<file path="src/rtl/id_ex_stage.sv">
// ID/EX pipeline register with load-use hazard detection, flush/hold control and a saturating stall counter.
// Define ID_EX_HAZARD_DETECT_EN to enable the load-use detector; without it, bubbles come only from flush_i or id_valid=0.
module id_ex_stage #(
  parameter int DW = 32,
  parameter int CW = 16
) (
  input  logic          clk,
  input  logic          rst_n,
  input  logic          id_valid,
  input  logic          id_regds,
  input  logic          id_branch,
  input  logic          id_mread,
  input  logic          id_mtor,
  input  logic          id_mwrite,
  input  logic          id_alusrc,
  input  logic          id_urw,
  input  logic [2:0]    id_aop,
  input  logic [DW-1:0] id_rd1,
  input  logic [DW-1:0] id_rd2,
  input  logic [DW-1:0] id_imm,
  input  logic [DW-1:0] id_pc4,
  input  logic [4:0]    id_rs,
  input  logic [4:0]    id_rt,
  input  logic [4:0]    id_rd,
  input  logic          flush_i,
  input  logic          hold_i,
  output logic          ex_valid,
  output logic          ex_regds,
  output logic          ex_branch,
  output logic          ex_mread,
  output logic          ex_mtor,
  output logic          ex_mwrite,
  output logic          ex_alusrc,
  output logic          ex_urw,
  output logic [2:0]    ex_aop,
  output logic [DW-1:0] ex_rd1,
  output logic [DW-1:0] ex_rd2,
  output logic [DW-1:0] ex_imm,
  output logic [DW-1:0] ex_pc4,
  output logic [4:0]    ex_rs,
  output logic [4:0]    ex_rt,
  output logic [4:0]    ex_rd,
  output logic          stall_o,
  output logic [CW-1:0] stall_cnt
);

  typedef struct packed {
    logic       regds;
    logic       branch;
    logic       mread;
    logic       mtor;
    logic       mwrite;
    logic       alusrc;
    logic       urw;
    logic [2:0] aop;
  } ctrl_t;

  typedef enum logic {RUN, BUBBLE} state_t;

  state_t state;
  ctrl_t  id_ctrl;
  ctrl_t  ex_ctrl;
  logic   hazard;
  logic   bubble_hazard;

  // Control bits of a non-instruction are forced to zero so an undecoded opcode never reaches EX.
  always_comb begin
    // NOTE: every combinational output gets a default first so no path can infer a latch.
    id_ctrl = '0;
    if (id_valid) begin
      id_ctrl.regds  = id_regds;
      id_ctrl.branch = id_branch;
      id_ctrl.mread  = id_mread;
      id_ctrl.mtor   = id_mtor;
      id_ctrl.mwrite = id_mwrite;
      id_ctrl.alusrc = id_alusrc;
      id_ctrl.urw    = id_urw;
      id_ctrl.aop    = id_aop;
    end
  end

`ifdef ID_EX_HAZARD_DETECT_EN
  logic uses_rt;
  assign uses_rt = ~id_alusrc | id_mwrite | id_branch;
  assign hazard  = ex_valid & ex_mread & (ex_rt != 5'd0) &
                   ((ex_rt == id_rs) | ((ex_rt == id_rt) & uses_rt)) & id_valid;
`else
  assign hazard  = 1'b0;
`endif

  // A bubble clears ex_mread, so in BUBBLE the same load can never stall twice; the state term makes that explicit.
  assign bubble_hazard = hazard & (state == RUN);
  assign stall_o       = bubble_hazard & ~hold_i & ~flush_i;

  assign ex_regds  = ex_ctrl.regds;
  assign ex_branch = ex_ctrl.branch;
  assign ex_mread  = ex_ctrl.mread;
  assign ex_mtor   = ex_ctrl.mtor;
  assign ex_mwrite = ex_ctrl.mwrite;
  assign ex_alusrc = ex_ctrl.alusrc;
  assign ex_urw    = ex_ctrl.urw;
  assign ex_aop    = ex_ctrl.aop;

  // Priority: flush, then hold, then load-use bubble, then normal capture.
  always_ff @(posedge clk or negedge rst_n) begin
    if (!rst_n) begin
      // NOTE: sequential state uses non-blocking assignments so every register samples pre-edge values.
      state     <= RUN;
      ex_valid  <= 1'b0;
      ex_ctrl   <= '0;
      ex_rd1    <= '0;
      ex_rd2    <= '0;
      ex_imm    <= '0;
      ex_pc4    <= '0;
      ex_rs     <= '0;
      ex_rt     <= '0;
      ex_rd     <= '0;
      stall_cnt <= '0;
    end else if (flush_i) begin
      state    <= RUN;
      ex_valid <= 1'b0;
      ex_ctrl  <= '0;
    end else if (!hold_i) begin
      if (bubble_hazard) begin
        state    <= BUBBLE;
        ex_valid <= 1'b0;
        ex_ctrl  <= '0;
        if (stall_cnt != '1) stall_cnt <= stall_cnt + CW'(1);
      end else begin
        state    <= RUN;
        ex_valid <= id_valid;
        ex_ctrl  <= id_ctrl;
        ex_rd1   <= id_rd1;
        ex_rd2   <= id_rd2;
        ex_imm   <= id_imm;
        ex_pc4   <= id_pc4;
        ex_rs    <= id_rs;
        ex_rt    <= id_rt;
        ex_rd    <= id_rd;
      end
    end
  end

endmodule
</file>
<file path="config.mk">
export PLATFORM = sky130hd
export DESIGN_NAME = id_ex_stage
export DESIGN_NICKNAME = d
export VERILOG_FILES = /design/src/rtl/id_ex_stage.sv
export SDC_FILE = /design/constraint.sdc
export NUM_CORES = 1
export LEC_CHECK = 0
export CAP_MARGIN = 20
export CELL_PAD_IN_SITES_DETAIL_PLACEMENT = 1
export CELL_PAD_IN_SITES_GLOBAL_PLACEMENT = 2
export CORE_ASPECT_RATIO = 1.4
export CORE_MARGIN = 2
export CORE_UTILIZATION = 28
export CTS_BUF_LIST = sky130_fd_sc_hd__clkbuf_8
export DETAILED_ROUTE_END_ITERATION = 8
export PLACE_DENSITY = 0.92
export SLEW_MARGIN = 20
export SYNTH_ARGS = -nofsm -noshare
export SYNTH_HDL_FRONTEND = slang
export SYNTH_SLANG_ARGS = --single-unit
</file>
<file path="constraint.sdc">
create_clock -name clk -period 1.11 [get_ports clk]
set_clock_uncertainty 0.05 [all_clocks]
set_input_delay 0.222 -clock clk [delete_from_list [all_inputs] [get_ports clk]]
set_output_delay 0.222 -clock clk [all_outputs]
set_load 0.005 [all_outputs]
</file>
==> results.tsv <==
stage	metric	value	unit
status	status	complete, but fails checks	
status	violations	negative setup slack	
cts	clk_pin_slew_worst_paths	0.08	ns
critical_path	crit_path_max_fanout	2	
timing	worst_pin_slew	0.5787	ns
layout	diodes	0	
yosys	ys_top_cells_by_count	154 x dfrtp_1, 73 x mux2_2, 70 x mux2_4	
yosys	synth_top_area_cell	dfrtp_1	
routing	via_per_inst	4.179	
timing	period_minus_slack	1.266	ns
routing	vias	4680	
floorplan	ios	329	
yosys	ys_seq_area_share	62.78	%
yosys	yosys_most_used_dff	dfrtp_1	
yosys	synth.area.top_cells	dfrtp_1 63%, mux2_4 17%, mux2_2 13%	
timing	timing.final.crit_share	114.1	%
floorplan	die_y	179.2	um
yosys	synthCells	350	
global_routing	grtUsageTotal	16.86	%
placed_design	port_buffers	311	
floorplan	start_util	28.29	%
yosys	synth_top_area_share	62.78	%
cts	insertion_delay	0.44	ns
routing	drt_pre_antenna_iters	4	
routing	drt_iter0_drc	99	
timing	rsz0062_at_grt	yes	
floorplan	core_area	21700	sq um
timing	relSlewSlack	61.34	%
timing	drv_slew	0	
cts	numCtsBuffers	17	
timing	fmax	0.7897	GHz
critical_path	criticalPathCategory	reg2out	
yosys	async_reset_ff_share	100.0	%
critical_path	end_kind	output pin	
critical_path	arrival	0.99	ns
cts	clock_path_buffers	2	
timing	fin_setup_tns	-19.97	ns
critical_path	cp_top_family	flip-flops	
layout	areaGrowthSynthToFinish	71.69	%
yosys	netlist_area	6138	sq um
timing	setup_slack	-0.1564	ns
routing	post_drt_wl_per_cell	17.90	um
yosys	syn_area_per_cell	17.54	sq um
yosys	synth_warnings	0	
floorplan	fp-row-count	64	
critical_path	cp-start-kind	flop	
cts	tritoncts	yes	
timing	setup_viol	158	
layout	final_core_util	48.56	%
global_routing	grt_pass1_wl	29.20	mm
layout	nets	970	
yosys	synth_edf_count	0	
global_routing	grt_overflow_total	0	
floorplan	die_area	23140	sq um
critical_path	slowest_stage	dfrtp_1	
power	ir_worst_vdd	0.0006280	V
flow_run	cap_viol_max_count	0	
yosys	yosysMostFrequentCell	dfrtp_1	
timing	hold_viol	0	
cts	cts_max_level	4	
global_routing	antenna_found_initial	0	
power	power.density	1487	nW/um^2
placed_design	gp_congestion	0.7514	
floorplan	die_x	129.1	um
layout	drive_above_1_share	58.20	%
placed_design	dp_hpwl	14.50	mm
routing	drc	0	
routing	finalWirelength	20.05	mm
critical_path	crit_path_cell_trace	buf_2	
min_path	hp-class	in2async	
power	p_leak	5.033	nW
critical_path	max_stage_delay	0.41	ns
critical_path	cp.required	0.84	ns
global_routing	grt_pass1_vias	5224	
cts	cts.sinks	154	
routing	ant_nets	0	
global_routing	grt_max_degree	38	
yosys	synth_seq_cells	154	
yosys	synth.distinct_cells	17	
cts	cts-root-buf	clkbuf_8	
critical_path	path_buf_inv	1	
where the power goes:
group / switching [mW] / internal, mW / total, mW
combinational: 1.33 / 2.76 / 4.09
sequential: 0.442 / 6.39 / 6.84
clock: 2.03 / 2.71 / 4.74
total: 3.80 / 11.9 / 15.7
per-stage QoR:
step	cell area, sq um	hold slack [ns]	setup slack (ns)	std cells	power (mW)
6_report	10540	0.1488	-0.1564	1120	15.67
5_1_grt	10540	0.1157	-0.2366	1120	16.45
4_1_cts	10180	0.1131	-0.2169	1074	15.53
3_5_place_dp	9817	0.05224	-0.7306	974	10.95
3_3_place_gp	9817	0.05154	-0.7046	974	10.76
2_1_floorplan	6198	-0.1236	-0.05839	366	8.149
what timing repair did:
item,4_1_cts,5_1_grt
pin swaps,1,0
gates cloned,3,0
hold buffers,1,0
hold endpoints to repair,154,0
buffers inserted,67,46
setup endpoints to repair,302,154
resized for setup,638,2
logic make-up after synthesis:
| kind of cell | count (synthesis) | synth area share (%) |
|---|---|---|
| other | 1 | 0.06109 |
| AOI/OAI and AO/OA | 10 | 1.549 |
| and+or+nand+nor | 6 | 0.6318 |
| buffers and inverters | 35 | 4.301 |
| muxes | 144 | 30.68 |
| DFF | 154 | 62.78 |
cell type report:
| type | count | area (sq um) |
|---|---|---|
| inverters | 1 | 3.754 |
| fillers | 2288 | 11160 |
| clock buffers | 22 | 302.8 |
| clock inverters | 8 | 142.6 |
| multi-input cells | 177 | 2083 |
| repair buffers | 461 | 3781 |
| well taps | 297 | 371.6 |
| flip-flops and latches | 154 | 3854 |
path summary, 6_finish.rpt:
kind	end	slack, ns	startpoint	cells past startpoint
min in group clk	ex_mwrite	0.18	flush_i	3
hold reg to reg	ex_alusrc	0.44	ex_alusrc	1
hold / removal	ex_regds	0.15	rst_n	2
setup / recovery	ex_pc4[0]	-0.16	ex_pc4[0]	1
max in group asynchronous	ex_rd[4]	0.39	rst_n	3
setup reg to reg	ex_rd1[10]	-0.06	ex_rd1[10]	4
flip-flops by register name, indices dropped and copies added, names as in the netlist, 3 cells and up:
signal  flops
ex_imm     32
ex_pc4     32
ex_rd1     32
ex_rd2     32
ex_rd       5
ex_rs       5
ex_rt       5
ex_aop      3
layer usage:
layer	wire (um)	global-route usage, %
met1	7157	17.42
met5	0	0
met3	1396	5.372
met4	406	5.978
met2	11090	31.56
layout by cell type, fill, tap and decap left out:
cell | Yosys | final
a21oi_1 | 1 | 1
a32o_1 | 9 | 9
buf_12 | 0 | 13
buf_16 | 0 | 2
buf_2 | 7 | 146
buf_4 | 17 | 131
buf_6 | 8 | 10
bufbuf_16 | 0 | 2
bufinv_16 | 0 | 4
clkbuf_8 | 0 | 22
clkdlybuf4s15_2 | 0 | 2
clkdlybuf4s50_1 | 0 | 154
clkinv_1 | 1 | 1
clkinvlp_4 | 0 | 2
conb_1 | 1 | 17
dfrtp_1 | 154 | 154
dlygate4sd3_1 | 0 | 1
inv_1 | 0 | 2
mux2_2 | 73 | 73
mux2_4 | 70 | 70
mux2i_1 | 1 | 1
nand2_1 | 1 | 1
nand3b_1 | 1 | 1
nor2_1 | 1 | 1
nor2_4 | 1 | 1
nor2b_1 | 2 | 1
nor2b_2 | 0 | 1
No activity file was read; power rests on OpenSTA's default activity.
